**src/rtl/adder_pipe.sv**
```systemverilog
// adder_pipe: chunked carry-pipelined adder/subtractor.
// One CHUNK-bit slice per stage; latency STAGES, throughput one op per cycle.
module adder_pipe #(
   parameter int WIDTH = 32,
   parameter int CHUNK = 8
) (
   input  logic             clk,
   input  logic             rst_n,
   input  logic             in_valid,
   input  logic [WIDTH-1:0] a,
   input  logic [WIDTH-1:0] b,
   input  logic             cin,
   input  logic             sub,
   output logic             out_valid,
   output logic [WIDTH-1:0] sum,
   output logic             cout,
   output logic             ovf
);

   localparam int SAFE_CHUNK = (CHUNK > 0) ? CHUNK : 1;
   localparam int STAGES     = WIDTH / SAFE_CHUNK;
   localparam int L          = (STAGES > 0) ? STAGES - 1 : 0;
   localparam int NST        = (STAGES > 0) ? STAGES : 1;
   localparam bit BAD        = (CHUNK < 1) || (WIDTH < 1) ||
                               (WIDTH % SAFE_CHUNK != 0);

   generate
      if (BAD) begin : g_bad
         $error("adder_pipe: WIDTH must be a positive multiple of CHUNK");
      end
   endgenerate

   // stage k inputs: operands, partial sum so far, carry and valid token
   logic [WIDTH-1:0] ia [NST];
   logic [WIDTH-1:0] ib [NST];
   logic [WIDTH-1:0] ps [NST];
   logic [NST-1:0]   ic;
   logic [NST-1:0]   iv;

   logic [WIDTH-1:0] ns [NST];
   logic [NST-1:0]   nc;
   logic             nov;

   logic [WIDTH-1:0] aq [NST];
   logic [WIDTH-1:0] bq [NST];
   logic [WIDTH-1:0] sq [NST];
   logic [NST-1:0]   cq;
   logic [NST-1:0]   vq;
   logic             oq;

   // subtract folds into the add as a + ~b + 1, so sub need not travel
   always_comb begin
      ia[0] = a;
      ib[0] = b ^ {WIDTH{sub}};
      ps[0] = '0;
      ic[0] = sub | cin;
      iv[0] = in_valid;
      for (int k = 1; k < NST; k++) begin
         ia[k] = aq[k-1];
         ib[k] = bq[k-1];
         ps[k] = sq[k-1];
         ic[k] = cq[k-1];
         iv[k] = vq[k-1];
      end
   end

   always_comb begin
      logic [SAFE_CHUNK:0] t;
      t = '0;
      for (int k = 0; k < NST; k++) begin
         t = {1'b0, ia[k][k*SAFE_CHUNK +: SAFE_CHUNK]}
           + {1'b0, ib[k][k*SAFE_CHUNK +: SAFE_CHUNK]}
           + {{SAFE_CHUNK{1'b0}}, ic[k]};
         ns[k] = ps[k];
         ns[k][k*SAFE_CHUNK +: SAFE_CHUNK] = t[SAFE_CHUNK-1:0];
         nc[k] = t[SAFE_CHUNK];
      end
   end

   // carry into the MSB is recovered from the MSB sum bit
   assign nov = ia[L][WIDTH-1] ^ ib[L][WIDTH-1]
              ^ ns[L][WIDTH-1] ^ nc[L];

   always_ff @(posedge clk) begin
      if (!rst_n) begin
         vq <= '0;
         cq <= '0;
         oq <= 1'b0;
         for (int k = 0; k < NST; k++) begin
            sq[k] <= '0;
         end
      end else begin
         vq <= iv;
         for (int k = 0; k < NST; k++) begin
            if (iv[k]) begin
               sq[k] <= ns[k];
               cq[k] <= nc[k];
            end
         end
         if (iv[L]) begin
            oq <= nov;
         end
      end
   end

   always_ff @(posedge clk) begin
      for (int k = 0; k < NST; k++) begin
         if (iv[k]) begin
            aq[k] <= ia[k];
            bq[k] <= ib[k];
         end
      end
   end

   assign out_valid = vq[L];
   assign sum       = sq[L];
   assign cout      = cq[L];
   assign ovf       = oq;

endmodule

```
**config.mk**
```make
export PLATFORM = sky130hd
export DESIGN_NAME = adder_pipe
export DESIGN_NICKNAME = d
export VERILOG_FILES = /design/src/rtl/adder_pipe.sv
export SDC_FILE = /design/constraint.sdc
export NUM_CORES = 1
export LEC_CHECK = 0
export ABC_AREA = 1
export CAP_MARGIN = 40
export CORE_MARGIN = 10
export CORE_UTILIZATION = 45
export CTS_BUF_LIST = sky130_fd_sc_hd__clkbuf_4 sky130_fd_sc_hd__clkbuf_8
export CTS_CLUSTER_SIZE = 16
export DETAILED_ROUTE_END_ITERATION = 10
export GPL_ROUTABILITY_DRIVEN = 0
export PLACE_DENSITY = 0.7
export SYNTH_ARGS = -nofsm -noshare
export SYNTH_HDL_FRONTEND = slang
export SYNTH_SLANG_ARGS = --single-unit
```
**constraint.sdc**
```tcl
create_clock -name clk -period 2.37 [get_ports clk]
set_input_delay 0.474 -clock clk [delete_from_list [all_inputs] [get_ports clk]]
set_output_delay 0.474 -clock clk [all_outputs]
set_load 0.02 [all_outputs]
```
==> results of run 1 <==
metal layers:
| metal | share of wire, % | GRT usage [%] | wire length (um) |
|---|---|---|---|
| met5 | 0 | 0 | 0 |
| met4 | 0.96 | 4.24 | 124 |
| met3 | 6.5 | 4.43 | 846 |
| met2 | 48 | 18.9 | 6160 |
| met1 | 45 | 14.5 | 5810 |
metrics by stage:
step	setup TNS, ns	std cells	area (um2)	util [%]
6_report	0	986	9550	55.6
3_5_place_dp	-0.742	954	9170	53.4
2_1_floorplan	0	621	7810	-
4_1_cts	0	986	9550	55.6
5_1_grt	0	986	9550	55.6
3_3_place_gp	-0.347	954	9170	53.4
how the worst max path moves through the flow:
stage / slack [ns] / depth (start not counted) / from / end
final: 0.15 / 13 / b[0] / sq[0][6]
after detailed placement: -0.34 / 13 / b[0] / sq[0][6]
after global routing: 0.03 / 13 / b[0] / sq[0][6]
after global placement: -0.21 / 13 / b[0] / sq[0][6]
after floorplan: 0.004 / 14 / sub / sq[0][6]
after CTS: 0.16 / 13 / b[0] / sq[0][6]
kinds of logic after synthesis:
family                   share of synthesized area, %
AO/OA/AOI/OAI                                    3.67
adder cells (fa/ha/maj)                          6.53
flip-flops                                       69.9
buffers and inverters                            5.43
AND/OR/NAND/NOR                                  10.8
XOR/XNOR                                         3.59
worst reg2reg max path: cells and delay by family, from the launching register on:
family | cells | cell delay, ns
adder cells (fa/ha/maj) | 2 | 0.88
flip-flops | 1 | 0.43
AND/OR/NAND/NOR | 6 | 0.55
state kept, by name (all words and copies together) (netlist names):
signal / cells
ovf: 1
bq: 48
vq: 4
sq: 80
aq: 48
cq: 4
power by group through the flow:
stage	sequential, W	clock [W]	combinational [W]
final	0.00389	0.00199	0.000760
after global placement	0.00396	0	0.000728
after CTS	0.00389	0.00204	0.000763
after global routing	0.00391	0.00218	0.000857
after detailed placement	0.00397	0	0.000759
after floorplan	0.00398	0	0.000417
cell type report:
| class | count | area share [%] |
|---|---|---|
| timing repair buffer | 118 | 12.0 |
| tap | 225 | 2.95 |
| clock buffer | 19 | 2.61 |
| clock inverter | 13 | 1.34 |
| sequential | 185 | 57.3 |
| inverter | 93 | 3.68 |
| multi-input combinational | 333 | 20.2 |
cells in the final DEF (no fill, tap or decap), drive strengths merged:
master,n
a21oi,36
buf,17
bufinv,2
clkbuf,19
clkdlybuf4s50,101
clkinv,6
clkinvlp,3
dfxtp,9
edfxtp,176
fa,8
ha,28
inv,95
nand2,94
nand3,27
nor2,89
o21a,6
o21ai,10
o21bai,1
or2,2
xnor2,1
xor2,31
==> impl_metrics.py, run 1 <==
metrics = {
    "grt": {
        "track_usage_pct": 11.9,
        "grt_pass1_wl_um": 21500,
        "grt_pass1_vias": 4573,
        "grt_max_degree": 33,
        "grt.overflow.total": 0,
        "antenna_found_initial": 0,
    },
    "logic_synthesis": {
        "async_flop_share_pct": 0,
        "synth-seq-area-share_pct": 69.9,
        "synthTopCellsByCount": "edfxtp_1 (176), nand2_1 (92), inv_1 (89)",
        "ys_ff_latch": 185,
        "ys.flop_type": "edfxtp_1",
        "yosysMostFrequentCell": "edfxtp_1",
        "syn_area_um2": 7810,
        "synth_edf_count": 176,
        "synth_area_per_cell_um2": 12.6,
        "synth_area_leaders": "edfxtp_1 (68%), ha_1 (4.5%), nand2_1 (4.4%)",
        "ys_types": 25,
        "yosysTopAreaCell": "edfxtp_1",
        "synth_top_area_share_pct": 67.6,
        "syn_nets": 726,
        "netlist_instances": 621,
        "yosys_warnings": 0,
    },
    "setup_path": {
        "r2r-start": "bq[0][8]",
        "slowest_stage": "clkdlybuf4s50_1",
        "crit_path_frequent_cell": "nand2_1",
        "cp.arrival_ns": 2.45,
        "critPathLaunchType": "input port",
        "criticalPathCategory": "in2reg",
        "path_cells": "clkdlybuf4s50_1 > xor2_1 > fa_1 > inv_1 > fa_1 > inv_1 > nand3_1 > nand2_1 > nand3_1 > nand2_1 > nand2_1 > nand2_1 > nor2_1",
        "path_max_fanout": 4,
        "slowest_delay_ns": 0.48,
        "crit_family": "buffers and inverters",
        "cp.required_ns": 2.59,
        "path_buf_inv": 3,
        "endpoint_kind": "flip-flop",
        "r2r_slack_ns": 0.27,
        "r2r-end": "sq[1][14]",
        "r2r_cells": 8,
    },
    "hold_path": {
        "hold-path-endpoint": "bq[1][26]",
        "hold_path_startpoint": "bq[0][26]",
        "hold_class": "reg2reg",
        "worstHoldPathCells": 0,
    },
    "power": {
        "total_power_w": 0.00663,
        "p_clk_share_pct": 29.9,
        "swShare_pct": 23.1,
        "power_density_nw_per_um2": 695,
        "internal_power_w": 0.00510,
        "cellLeakagePower_nw": 3.80,
        "p_seq_share_pct": 58.6,
        "p_comb_share_pct": 11.5,
        "ir_worst_vdd_mv": 0.371,
        "switchingPower_w": 0.00153,
    },
    "cells_and_area": {
        "nNetsFinal": 853,
        "multi_input_area_um2": 1920,
        "n_fill_cell": 1429,
        "drive_gt1_share_pct": 7.62,
        "regArea_um2": 5470,
        "area_growth_pct": 22.2,
        "diodes": 0,
    },
    "clock_network": {
        "clockBufferDepth": 2,
        "cts_tree": "built",
        "insertion_delay_ns": 0.46,
        "cts_sinks": 185,
        "postCtsSetupRepairBufs": 0,
        "cts-hold-fix-buffers": 0,
        "clkTransAtPathRegs_ns": 0.09,
        "cts_resized": 0,
        "clock-root-buffer": "clkbuf_8",
        "cts_max_level": 4,
        "cts_made_buffers": 17,
    },
    "sta": {
        "min_period_ns": 2.22,
        "skew_ns": 0.0114,
        "slew_headroom_pct": 70.6,
        "rsz0062_at_grt": "no",
        "fin_crit_sh_pct": 93.9,
        "setup_slack_ns": 0.145,
        "finalHoldViolations": 0,
        "whs_ns": 0.420,
        "setup_viol": 0,
        "timing.fmax_ghz": 0.450,
        "worst_pin_slew_ns": 0.441,
        "slew_viol_final": 0,
    },
    "floorplanning": {
        "io_pins": 104,
        "die_area_um2": 23000,
        "core_um2": 17200,
        "rows": 48,
        "initial_core_util_pct": 45.5,
        "die_w_um": 152,
        "die_y_um": 152,
    },
    "job": {
        "cap_violations": 0,
    },
    "detailed_routing": {
        "num_vias": 4418,
        "drc_errors": 0,
        "routed_wl_um": 12900,
        "post_drt_wl_per_cell_um": 13.1,
        "drtAntennaViolNets": 0,
        "drt_pre_antenna_iters": 4,
        "routed_via_density": 4.48,
        "drt_iter0_markers": 256,
    },
    "placement": {
        "pre_cts_slack_ns": -0.339,
        "dp_hpwl_um": 10100,
        "port_buffers": 103,
    },
    "status": {
        "status": "finished clean",
    },
}
Power figures use the tool's default switching activity.
==> inputs of run 2 (changes only) <==
--- a/config.mk
+++ b/config.mk
@@ -13,7 +13,7 @@
 export CTS_CLUSTER_SIZE = 16
 export DETAILED_ROUTE_END_ITERATION = 10
 export GPL_ROUTABILITY_DRIVEN = 0
-export PLACE_DENSITY = 0.7
+export PLACE_DENSITY = 0.78
 export SYNTH_ARGS = -nofsm -noshare
 export SYNTH_HDL_FRONTEND = slang
 export SYNTH_SLANG_ARGS = --single-unit
==> constraint.sdc (replaced) <==
create_clock -name clk -period 2.5 [get_ports clk]
set_input_delay 0.5 -clock clk [delete_from_list [all_inputs] [get_ports clk]]
set_output_delay 0.5 -clock clk [all_outputs]
set_load 0.02 [all_outputs]
==> run 2 against run 1 <==
  * Sequential cell count is the same
  * Clock power is essentially flat
  * Sequential power shrank 5.4%
  * Die area is the same
  * Clock skew grew 0.0087 ns
  * Cell count shrank 0.30%
  * Register-to-register slack gained 0.17 ns
==> impl_metrics.py, run 2 (synthesized netlist as in run 1, its figures left out) <==
metrics = {
    "sta": {
        "skew_ns": 0.0200,
        "slew_viol_final": 0,
        "finalHoldViolations": 0,
        "slew_headroom_pct": 59.6,
        "setup_viol": 0,
        "min_period_ns": 2.22,
        "setup-tns-final_ns": 0,
        "timing.fmax_ghz": 0.450,
        "rsz0062_at_grt": "no",
        "fin_crit_sh_pct": 88.9,
        "worst_pin_slew_ns": 0.605,
        "setup_slack_ns": 0.278,
    },
    "cells_and_area": {
        "largestRegisters": "sq x80, aq x48, bq x48",
        "largest_reg_flops": 80,
        "drive_gt1_share_pct": 7.52,
        "n_fill_cell": 1463,
        "nNetsFinal": 850,
        "regMostFlops": "sq",
        "regArea_um2": 5470,
        "utilization_pct": 55.7,
        "multi_input_area_um2": 1920,
        "area_growth_pct": 22.3,
        "diodes": 0,
        "layout_common_cells": "edfxtp_1 (176), clkdlybuf4s50_1 (101), nand2_1 (92)",
        "layout_commonest_cell": "edfxtp_1",
    },
    "detailed_routing": {
        "drt_pre_antenna_iters": 5,
        "routed_wl_um": 12800,
        "drt_iter0_markers": 312,
        "drc_errors": 0,
        "routed.top_layer": "met4",
        "drtAntennaViolNets": 0,
        "met2_length_um": 6000,
        "post_drt_wl_per_cell_um": 13.0,
        "drt-met1-wl_um": 5840,
        "routed_via_density": 4.47,
        "dr_wl_met3_um": 697,
        "num_vias": 4397,
    },
    "floorplanning": {
        "die_w_um": 152,
        "initial_core_util_pct": 45.5,
        "die_area_um2": 23000,
        "io_pins": 104,
        "die_y_um": 152,
        "rows": 48,
        "core_um2": 17200,
    },
    "clock_network": {
        "postCtsSetupRepairBufs": 0,
        "cts_resized": 0,
        "cts_made_buffers": 17,
        "clockBufferDepth": 2,
        "clkTransAtPathRegs_ns": 0.11,
        "insertion_delay_ns": 0.46,
        "cts_tree": "built",
        "cts-hold-fix-buffers": 0,
        "cts_max_level": 4,
        "cts_sinks": 185,
        "clock-root-buffer": "clkbuf_8",
    },
    "grt": {
        "antenna_found_initial": 0,
        "grt_pass1_wl_um": 20700,
        "track_usage_pct": 11.5,
        "grt_max_degree": 42,
        "grt.overflow.total": 0,
        "grt_pass1_vias": 4325,
    },
    "setup_path": {
        "path_buf_inv": 3,
        "crit_path_frequent_cell": "nand2_1",
        "crit_family": "buffers and inverters",
        "r2r_slack_ns": 0.44,
        "slowest_delay_ns": 0.48,
        "critPathLaunchType": "input port",
        "path_max_fanout": 3,
        "slowest_stage": "clkdlybuf4s50_1",
        "path_cells": "clkdlybuf4s50_1 > xor2_1 > fa_1 > inv_1 > fa_1 > inv_1 > nand3_1 > nand2_1 > nand3_1 > nand2_1 > nand2_1 > nand2_1 > nor2_1",
        "endpoint_kind": "flip-flop",
        "cp.required_ns": 2.72,
        "criticalPathCategory": "in2reg",
        "cp.arrival_ns": 2.44,
    },
    "status": {
        "status": "finished clean",
    },
    "hold_path": {
        "hold_class": "reg2reg",
    },
    "power": {
        "cellLeakagePower_nw": 3.80,
        "ir_worst_vdd_mv": 0.389,
        "power_density_nw_per_um2": 666,
    },
    "placement": {
        "port_buffers": 103,
        "dp_hpwl_um": 9690,
        "pre_cts_slack_ns": -0.164,
    },
    "job": {
        "cap_violations": 0,
    },
}
## run 2: cell types whose count changed in the layout (fill, tap and decap cells not counted)
cell / change
buf_12: -1
buf_4: -2
bufinv_16: -2
clkbuf_4: -2
clkinv_1: -2
clkinv_2: -4
clkinv_4: +1
clkinv_8: +7
clkinvlp_4: -3
inv_6: +2
inv_8: +3
## run 2: path summary, 6_finish.rpt
kind | startpoint | to | depth (start not counted)
max reg2reg | bq[0][8] | sq[1][14] | 9
min reg2reg | aq[0][28] | aq[1][28] | 0
max | b[0] | sq[0][6] | 13
min | aq[0][28] | aq[1][28] | 0
## run 2: per-stage QoR
| stage | power (W) | hold slack, ns | area (um2) | std cells |
|---|---|---|---|---|
| final | 0.00637 | 0.415 | 9560 | 983 |
| after global placement | 0.00444 | 0.400 | 9130 | 951 |
| after floorplan | 0.00417 | 0.400 | 7810 | 621 |
| after CTS | 0.00643 | 0.399 | 9560 | 983 |
| after global routing | 0.00665 | 0.417 | 9560 | 983 |
| after detailed placement | 0.00447 | 0.405 | 9130 | 951 |
## run 2: power breakdown
part           internal (W)  total [W]  leakage [nW]  switching, W
Clock              0.000777    0.00197         0.211       0.00119
Sequential          0.00362    0.00368          1.84     0.0000608
Combinational      0.000310   0.000711          1.75      0.000401
## run 2: layer usage
metal	vias up	GRT usage, %
li1	2319	-
met1	1936	14.1
met2	121	18.6
met3	21	3.03
met4	0	5.62
met5	-	0
## run 2: layout make-up
cell class | count | area share, %
timing repair buffer | 115 | 11.6
clock inverter | 15 | 2.00
clock buffer | 17 | 2.45
tap | 225 | 2.95
sequential | 185 | 57.2
multi-input combinational | 333 | 20.1
inverter | 93 | 3.68
==> inputs of run 3 (changes only) <==
--- a/config.mk
+++ b/config.mk
@@ -6,6 +6,7 @@
 export NUM_CORES = 1
 export LEC_CHECK = 0
 export ABC_AREA = 1
+export ABC_CLOCK_PERIOD_IN_PS = 2500
 export CAP_MARGIN = 40
 export CORE_MARGIN = 10
 export CORE_UTILIZATION = 45
@@ -13,7 +14,9 @@
 export CTS_CLUSTER_SIZE = 16
 export DETAILED_ROUTE_END_ITERATION = 10
 export GPL_ROUTABILITY_DRIVEN = 0
+export HOLD_SLACK_MARGIN = 0.02
 export PLACE_DENSITY = 0.78
+export REMOVE_ABC_BUFFERS = 1
 export SYNTH_ARGS = -nofsm -noshare
 export SYNTH_HDL_FRONTEND = slang
 export SYNTH_SLANG_ARGS = --single-unit
==> run 3 against run 2 <==
  * Register-to-register slack about the same
  * Clock skew fell by 0.0083 ns
  * Clock-buffer cell count up 1
  * Non-clock buffer count increased by 4
  * Setup slack better by 0.086 ns
  * Sequential cell count is the same
  * Combinational power grew 0.6%
  * Cell count is 0.41% higher
  * Core utilization down 0.12 points
  * Largest cell class unchanged
  * Sequential share of layout area grew 0.12 points
  * Sequential power about the same
==> impl_metrics.py, run 3 (synthesized netlist as in run 1, its figures left out) <==
metrics = {
    "cells_and_area": {
        "final_area_um2": 9540,
        "largestRegisters": "sq x80, aq x48, bq x48",
        "utilization_pct": 55.5,
        "area_growth_pct": 22.1,
        "largest_reg_flops": 80,
        "diodes": 0,
        "nNetsFinal": 854,
        "n_fill_cell": 1443,
        "layout_common_cells": "edfxtp_1 (176), clkdlybuf4s50_1 (101), nand2_1 (92)",
        "multi_input_area_um2": 1920,
        "regArea_um2": 5470,
        "drive_gt1_share_pct": 7.48,
        "layout_commonest_cell": "edfxtp_1",
        "regMostFlops": "sq",
    },
    "sta": {
        "rsz0062_at_grt": "no",
        "timing.fmax_ghz": 0.468,
        "slew_viol_final": 0,
        "min_period_ns": 2.14,
        "setup-tns-final_ns": 0,
        "slew_headroom_pct": 65.5,
        "fin_crit_sh_pct": 85.4,
        "worst_pin_slew_ns": 0.516,
        "finalHoldViolations": 0,
        "setup_viol": 0,
        "setup_slack_ns": 0.364,
        "skew_ns": 0.0117,
    },
    "power": {
        "p_seq_share_pct": 59.4,
        "internal_power_w": 0.00474,
        "swShare_pct": 23.4,
        "power_density_nw_per_um2": 649,
        "p_clk_share_pct": 29.0,
        "switchingPower_w": 0.00145,
        "ir_worst_vdd_mv": 0.406,
        "p_comb_share_pct": 11.5,
        "cellLeakagePower_nw": 3.79,
        "total_power_w": 0.00619,
    },
    "placement": {
        "placed_cell_area_um2": 9180,
        "port_buffers": 103,
        "pre_cts_slack_ns": -0.102,
        "dp_hpwl_um": 9520,
    },
    "grt": {
        "grt_max_degree": 33,
        "track_usage_pct": 11.1,
        "grt.overflow.total": 0,
        "grt_pass1_wl_um": 19900,
        "grt_pass1_vias": 4185,
        "antenna_found_initial": 0,
    },
    "setup_path": {
        "critPathLaunchType": "input port",
        "endpoint_kind": "flip-flop",
        "cp.required_ns": 2.71,
        "criticalPathCategory": "in2reg",
        "r2r_slack_ns": 0.43,
        "path_max_fanout": 3,
        "cp.arrival_ns": 2.35,
    },
    "detailed_routing": {
        "drc_errors": 0,
        "drt_pre_antenna_iters": 4,
        "num_vias": 4377,
        "drtAntennaViolNets": 0,
        "routed_via_density": 4.43,
        "routed_wl_um": 12200,
        "drt_iter0_markers": 237,
        "post_drt_wl_per_cell_um": 12.4,
    },
    "clock_network": {
        "cts_made_buffers": 17,
        "cts_sinks": 185,
        "cts_tree": "built",
        "cts_resized": 0,
        "postCtsSetupRepairBufs": 0,
        "insertion_delay_ns": 0.45,
        "cts_max_level": 4,
        "clockBufferDepth": 2,
        "clkTransAtPathRegs_ns": 0.09,
        "cts-hold-fix-buffers": 0,
        "clock-root-buffer": "clkbuf_8",
    },
    "hold_path": {
        "hold_class": "reg2reg",
    },
    "floorplanning": {
        "rows": 48,
        "core_um2": 17200,
        "die_w_um": 152,
        "die_y_um": 152,
        "die_area_um2": 23000,
        "initial_core_util_pct": 45.5,
        "io_pins": 104,
    },
    "job": {
        "cap_violations": 0,
    },
    "status": {
        "status": "finished clean",
    },
}
-- run 3: worst paths after layout --
| kind | startpoint | cells after the start | endpoint |
|---|---|---|---|
| max | b[0] | 13 | sq[0][6] |
| min | bq[0][27] | 0 | bq[1][27] |
| max reg2reg | bq[0][8] | 8 | sq[1][14] |
| min reg2reg | bq[0][27] | 0 | bq[1][27] |
-- run 3: power groups by stage --
stage / Clock, W / Sequential (W) / Combinational (W)
2_1_floorplan: 0 / 0.00377 / 0.000377
3_3_place_gp: 0 / 0.00374 / 0.000700
3_5_place_dp: 0 / 0.00375 / 0.000716
4_1_cts: 0.00185 / 0.00368 / 0.000720
5_1_grt: 0.00197 / 0.00370 / 0.000814
6_report: 0.00180 / 0.00368 / 0.000715
-- run 3: final cells by class --
type / instances / area share (%)
clock buffer: 18 / 2.53
clock inverter: 14 / 1.27
inverter: 93 / 3.69
multi-input combinational: 333 / 20.2
sequential: 185 / 57.3
tap: 225 / 2.95
timing repair buffer: 119 / 12.1
-- run 3: stage by stage --
stage | cells | hold WS [ns]
global route | 987 | 0.415
CTS | 987 | 0.414
detailed placement | 955 | 0.405
floorplan | 611 | 0.400
global placement | 955 | 0.401
finish | 987 | 0.409
-- run 3: critical path: stages --
cell	delay, ns
clkdlybuf4s50_1	0.47
xor2_1	0.19
fa_1	0.22
inv_1	0.06
fa_1	0.35
inv_1	0.08
nand3_1	0.06
nand2_1	0.12
nand3_1	0.08
nand2_1	0.08
nand2_1	0.05
nand2_1	0.05
nor2_1	0.04
-- run 3: metal layers --
layer	part of all wire (%)	global-route usage (%)
met3	4.5	3.42
met1	47	14.1
met4	1.8	4.62
met2	46	17.4
met5	0	0
